[config.mk]
export PLATFORM = sky130hd
export DESIGN_NAME = lcd_char_writer
export DESIGN_NICKNAME = d
export VERILOG_FILES = /design/src/rtl/lcd_pkg.sv /design/src/rtl/lcd_delay_timer.sv /design/src/rtl/lcd_char_writer.sv
export SDC_FILE = /design/constraint.sdc
export NUM_CORES = 1
export LEC_CHECK = 0
export BUFFER_PORTS_ARGS = -buffer_cell sky130_fd_sc_hd__clkbuf_2
export CAP_MARGIN = 40
export CORE_MARGIN = 2
export CORE_UTILIZATION = 30
export DETAILED_ROUTE_END_ITERATION = 16
export GPL_TIMING_DRIVEN = 0
export PLACE_DENSITY = 0.51
export SYNTH_ARGS = -nofsm -noshare
export SYNTH_HDL_FRONTEND = slang
export SYNTH_SLANG_ARGS = --single-unit
[constraint.sdc]
create_clock -name clk -period 4 [get_ports clk]
set_input_delay 0.2 -clock clk [delete_from_list [all_inputs] [get_ports clk]]
set_output_delay 0.2 -clock clk [all_outputs]
set_load 0.05 [all_outputs]
[src/rtl/lcd_pkg.sv]
// Shared types and HD44780 command constants for the character LCD writer.
package lcd_pkg;

  typedef enum logic [2:0] {
    PWR_WAIT,
    INIT,
    IDLE,
    SETUP,
    EN_HI,
    EN_LO,
    BUSY
  } lcd_state_t;

  localparam logic [7:0] FUNC_SET_8B2L = 8'h38;
  localparam logic [7:0] DISP_ON       = 8'h0C;
  localparam logic [7:0] CLEAR         = 8'h01;
  localparam logic [7:0] ENTRY_INC     = 8'h06;
  localparam logic [7:0] ADDR_L1       = 8'h80;
  localparam logic [7:0] ADDR_L2       = 8'hC0;
  localparam logic [7:0] FF_CHAR       = 8'h0C;

  localparam logic [2:0] INIT_LEN = 3'd5;

  function automatic logic [7:0] init_cmd(input logic [2:0] idx);
    case (idx)
      3'd0, 3'd1: init_cmd = FUNC_SET_8B2L;
      3'd2:       init_cmd = DISP_ON;
      3'd3:       init_cmd = CLEAR;
      default:    init_cmd = ENTRY_INC;
    endcase
  endfunction

endpackage

[src/rtl/lcd_delay_timer.sv]
// Loadable down-counter; done pulses on the last cycle of a loaded interval,
// so a state entered with start/load=N is occupied for exactly N cycles.
module lcd_delay_timer #(
  parameter int W = 16,
  parameter int unsigned RST_VAL = 1
) (
  input  logic         clk,
  input  logic         rstb,
  input  logic         start,
  input  logic [W-1:0] load,
  output logic         done
);

  logic [W-1:0] cnt_reg;

  always_ff @(posedge clk or posedge rstb) begin
    if (rstb) begin
      cnt_reg <= W'(RST_VAL);
    end else if (start) begin
      cnt_reg <= load;
    end else if (cnt_reg != '0) begin
      cnt_reg <= cnt_reg - W'(1);
    end
  end

  assign done = (cnt_reg == W'(1));

endmodule

[src/rtl/lcd_char_writer.sv]
// HD44780 8-bit write-only driver: power-on init, per-byte write strobes,
// form-feed clear and automatic line wrap between the two display lines.
module lcd_char_writer
  import lcd_pkg::*;
#(
  parameter int CLK_HZ        = 50_000_000,
  parameter int POWERON_US    = 20_000,
  parameter int EN_CYC        = 16,
  parameter int CMD_WAIT_US   = 50,
  parameter int CLEAR_WAIT_US = 2_000,
  parameter int LINE_LEN      = 16
) (
  input  logic       clk,
  input  logic       rstb,
  input  logic [7:0] char_in,
  input  logic       char_valid,
  output logic       char_ready,
  output logic [7:0] lcd_data,
  output logic       lcd_rs,
  output logic       lcd_rw,
  output logic       lcd_en
);

  localparam int CYC_PER_US = CLK_HZ / 1_000_000;
  localparam int MAX_US     = (POWERON_US > CLEAR_WAIT_US) ? POWERON_US : CLEAR_WAIT_US;
  localparam int TIMER_W    = $clog2(CYC_PER_US * MAX_US) + 1;
  localparam int COL_W      = $clog2(LINE_LEN + 1);

  localparam logic [TIMER_W-1:0] EN_CYC_T  = TIMER_W'(EN_CYC);
  localparam logic [TIMER_W-1:0] CMD_CYC   = TIMER_W'(CMD_WAIT_US * CYC_PER_US);
  localparam logic [TIMER_W-1:0] CLEAR_CYC = TIMER_W'(CLEAR_WAIT_US * CYC_PER_US);

  lcd_state_t         state_reg, state_next;
  logic [2:0]         init_idx_reg, init_idx_next;
  logic [COL_W-1:0]   col_reg, col_next;
  logic               line_reg, line_next;
  logic               pending_reg, pending_next;
  logic [7:0]         data_reg;
  logic               rs_reg, long_wait_reg, en_reg;

  logic               load_cmd, cmd_rs, cmd_long;
  logic [7:0]         cmd_data;
  logic               timer_start, timer_done;
  logic [TIMER_W-1:0] timer_load;

  lcd_delay_timer #(
    .W       (TIMER_W),
    .RST_VAL (POWERON_US * CYC_PER_US)
  ) u_timer (
    .clk   (clk),
    .rstb  (rstb),
    .start (timer_start),
    .load  (timer_load),
    .done  (timer_done)
  );

  always_comb begin
    state_next    = state_reg;
    init_idx_next = init_idx_reg;
    col_next      = col_reg;
    line_next     = line_reg;
    pending_next  = pending_reg;
    load_cmd      = 1'b0;
    cmd_data      = 8'h00;
    cmd_rs        = 1'b0;
    cmd_long      = 1'b0;
    timer_start   = 1'b0;
    timer_load    = '0;
    case (state_reg)
      PWR_WAIT: if (timer_done) state_next = INIT;
      INIT: begin
        load_cmd   = 1'b1;
        cmd_data   = init_cmd(init_idx_reg);
        cmd_long   = (init_cmd(init_idx_reg) == CLEAR);
        state_next = SETUP;
      end
      IDLE: if (char_valid) begin
        load_cmd   = 1'b1;
        state_next = SETUP;
        if (char_in == FF_CHAR) begin
          cmd_data  = CLEAR;
          cmd_long  = 1'b1;
          col_next  = '0;
          line_next = 1'b0;
        end else begin
          cmd_data = char_in;
          cmd_rs   = 1'b1;
          // Cursor bookkeeping happens at acceptance; the address fix-up
          // command is queued behind this character's busy wait.
          if (col_reg == COL_W'(LINE_LEN - 1)) begin
            col_next     = '0;
            line_next    = ~line_reg;
            pending_next = 1'b1;
          end else begin
            col_next = col_reg + COL_W'(1);
          end
        end
      end
      SETUP: begin
        timer_start = 1'b1;
        timer_load  = EN_CYC_T;
        state_next  = EN_HI;
      end
      EN_HI: if (timer_done) begin
        timer_start = 1'b1;
        timer_load  = EN_CYC_T;
        state_next  = EN_LO;
      end
      EN_LO: if (timer_done) begin
        timer_start = 1'b1;
        timer_load  = long_wait_reg ? CLEAR_CYC : CMD_CYC;
        state_next  = BUSY;
      end
      BUSY: if (timer_done) begin
        if (pending_reg) begin
          load_cmd     = 1'b1;
          cmd_data     = line_reg ? ADDR_L2 : ADDR_L1;
          pending_next = 1'b0;
          state_next   = SETUP;
        end else if (init_idx_reg < INIT_LEN) begin
          init_idx_next = init_idx_reg + 3'd1;
          state_next    = (init_idx_reg == INIT_LEN - 3'd1) ? IDLE : INIT;
        end else begin
          state_next = IDLE;
        end
      end
      default: state_next = PWR_WAIT;
    endcase
  end

  always_ff @(posedge clk or posedge rstb) begin
    if (rstb) begin
      state_reg     <= PWR_WAIT;
      init_idx_reg  <= 3'd0;
      col_reg       <= '0;
      line_reg      <= 1'b0;
      pending_reg   <= 1'b0;
      data_reg      <= 8'h00;
      rs_reg        <= 1'b0;
      long_wait_reg <= 1'b0;
      en_reg        <= 1'b0;
    end else begin
      state_reg    <= state_next;
      init_idx_reg <= init_idx_next;
      col_reg      <= col_next;
      line_reg     <= line_next;
      pending_reg  <= pending_next;
      en_reg       <= (state_next == EN_HI);
      if (load_cmd) begin
        data_reg      <= cmd_data;
        rs_reg        <= cmd_rs;
        long_wait_reg <= cmd_long;
      end
    end
  end

  assign char_ready = (state_reg == IDLE);
  assign lcd_data   = data_reg;
  assign lcd_rs     = rs_reg;
  assign lcd_rw     = 1'b0;
  assign lcd_en     = en_reg;

endmodule

==> impl_metrics.env <==
export IMPL_status="finished clean"
export IMPL_nNetsFinal=333
export IMPL_max_stage_delay_ps=770
export IMPL_yosysMostFrequentCell="dfrtp_1"
export IMPL_synth_top_area_cell="dfrtp_1"
export IMPL_synthAdderAreaFrac=0.0435
export IMPL_pwr_density_cell_nw_per_um2=281
export IMPL_cts_resized_gates=0
export IMPL_vias_per_cell=5.28
export IMPL_worstSetupPathType="flip-flop to flip-flop"
export IMPL_cts_tree="yes"
export IMPL_clk_path_buf_depth=2
export IMPL_synthFlopType="dfrtp_1"
export IMPL_met3_usage=0.0238
export IMPL_use_met1=0.197
export IMPL_synth_simple_area_share=0.241
export IMPL_crit_path_max_fanout=10
export IMPL_met2_usage=0.230
export IMPL_start_util=0.312
export IMPL_worst_slew_pin_slew_ps=893
export IMPL_maxSlewHeadroom=0.400
export IMPL_cap_violations=0
export IMPL_dr_pass1_iters=4
export IMPL_min_period_ps=2740
export IMPL_synth_compound_area_share=0.181
export IMPL_post_cts_buffers=0
export IMPL_wire_per_inst_um=15.3
export IMPL_dp_hpwl_mm=4.73
export IMPL_avgSynthCellArea_um2=9.18
export IMPL_rsz0062_at_grt="false"
export IMPL_drt_wl_total_mm=6.42
export IMPL_yosysWarningCount=0
export IMPL_crit_required_ps=4230
export IMPL_cts_buffers=5
export IMPL_dieHeight_um=96.9
export IMPL_synthTopCellsByCount="38 x dfrtp_1, 30 x nor2_1, 24 x nand2_1, 24 x o21ai_0, 14 x nor3_1"
export IMPL_fmax_mhz=365
export IMPL_synth_top_family_by_area="simple AND/OR/NAND/NOR gates"
export IMPL_grt_antenna_before_repair=0
export IMPL_crit_start="u_timer.cnt_reg[2]"
export IMPL_syn_inst=282
export IMPL_hold_depth=2
export IMPL_setup_viol=0
export IMPL_final_setup_worst_slack_ps=1260
export IMPL_cp_slowest_cell="nor4_1"
export IMPL_io_pins=23
export IMPL_ir_worst_vdd_mv=0.124
export IMPL_ff2ff_path_depth=6
export IMPL_grt_pass1_wl_mm=11.1
export IMPL_clk_pin_slew_ps=90
export IMPL_htree_levels=2
export IMPL_clockRootBuffer="clkbuf_8"
export IMPL_cts_sinks=45
export IMPL_synth_xor_area_frac=0.0609
export IMPL_synthArstFlopShare=1.00
export IMPL_synth_enable_flop_cells=0
export IMPL_synth_seq_cells=45
export IMPL_hold_buffers=1
export IMPL_cp_endpoint="u_timer.cnt_reg[2]"
export IMPL_dp_slack_ps=1280
export IMPL_setup_tns_ps=0
export IMPL_drive_gt1_frac=0.156
export IMPL_track_usage=0.142
export IMPL_drcViolationCount=0
export IMPL_syn_to_final_growth_pct=14.9
export IMPL_final_antenna_net_count=0
export IMPL_overflow=0
export IMPL_grt_busiest_layer="met2"
export IMPL_reg2reg_slack_ps=1260
export IMPL_finalHoldViolCount=0
export IMPL_syn_num_nets=302
export IMPL_num_vias=2212
export IMPL_gp_congestion=0.854
export IMPL_reg2reg_from="u_timer.cnt_reg[2]"
export IMPL_seqCellArea_um2=1130
export IMPL_synth_top_area_share=0.368
export IMPL_fp_dieW_um=96.9
export IMPL_fillers=846
export IMPL_post_synth_instance_area_um2=2590
export IMPL_largest_reg_flops=21
export IMPL_r2r_end="u_timer.cnt_reg[2]"
export IMPL_die_area_um2=9380
export IMPL_slew_viol_final=0
export IMPL_arrival_ps=2970
export IMPL_clk_latency_ps=300
export IMPL_fin_crit_sh=0.685
export IMPL_crit_chain="nor3_1 -> nand4_2 -> clkbuf_1 -> nor4_1 -> a21oi_1 -> nor2_1"
export IMPL_drtIter0Drc=97
export IMPL_grt_pass1_vias=2201
export IMPL_startpoint_type="flip-flop"
export IMPL_hold_path_class="input pin to flip-flop"
export IMPL_synthDistinctLibCells=49
export IMPL_core_um2=8300
export IMPL_grt_max_degree=33
export IMPL_skew_ps=6.19
export IMPL_endpoint_kind="flip-flop"
export IMPL_io_buffers=21
export IMPL_p_leak_uw=0.00119
export IMPL_multi_input_area_um2=1370
export IMPL_antennaDiodeCount=0
export IMPL_muxShareOfSynthArea=0
export IMPL_ys_seq_area_frac=0.439
export IMPL_num_rows=33
export IMPL_power_uw=834
export IMPL_yosys_top_cells_area="dfrtp_1 37%, dfstp_2 7.1%, o21ai_0 4.6%, ha_1 4.4%, nor2_1 4.4%"
==> layout by cell type, fill, tap and decap left out, types with 6 or more instances in the layout <==
cell	synthesis	layout
dfrtp_1	38	38
nor2_1	30	30
nand2_1	24	24
o21ai_0	24	24
clkbuf_2	0	22
nor3_1	14	14
xor2_1	11	11
inv_1	11	10
a21oi_1	10	10
nand3_1	9	9
ha_1	9	9
nor4_1	8	8
a221o_1	8	8
clkbuf_1	7	7
xnor2_1	7	7
dfstp_2	7	7
or4_1	6	6
==> power breakdown <==
part	internal (uW)	switching [uW]
registers	455	0
clock network	187	170
logic	7.37	14.7
==> final cells by class <==
cell class                      count  share of cell area
Sequential cell                    45               0.382
Tap cell                          105              0.0442
Clock buffer                        5              0.0231
Multi-Input combinational cell    216               0.459
Buffer                             10              0.0156
Timing Repair Buffer               24              0.0471
Inverter                           11              0.0139
Clock inverter                      3              0.0156
==> metrics by stage <==
step / cells / hold slack [ps] / utilization / area (um2)
2_1_floorplan: 282 / 324 / - / 2590
3_3_place_gp: 408 / 440 / 0.340 / 2820
3_5_place_dp: 409 / 168 / 0.343 / 2840
4_1_cts: 418 / 118 / 0.358 / 2970
5_1_grt: 419 / 128 / 0.358 / 2970
6_report: 419 / 129 / 0.358 / 2970
==> how the worst min path moves through the flow <==
stage / start / to / slack, ps
global route: char_in[5] / lcd_data[5] / 130
floorplan: char_in[7] / lcd_data[7] / 320
CTS: char_in[7] / lcd_data[7] / 120
finish: char_in[7] / lcd_data[7] / 130
detailed placement: rstb / init_idx_reg[0] / 170
global placement: char_in[7] / lcd_data[7] / 440
==> worst max-delay path, delay by kind of cell (launching register included) <==
family	cells	cell delay (ps)
flops	1	440
simple gates	4	1800
buf+inv	1	350
compound gates	1	80
==> routing by layer <==
layer / wire length, um / vias to the layer above
met5: 0 / -
met2: 2940 / 50
met1: 3100 / 1056
li1: - / 1097
met4: 96 / 0
met3: 288 / 9
==> kinds of logic after synthesis <==
group / Yosys count
XOR/XNOR: 18
AO/OA/AOI/OAI: 70
other: 1
buffers and inverters: 21
AND/OR/NAND/NOR: 118
adder cells (fa/ha/maj): 9
flip-flops: 45
Power figures use the tool's default switching activity.
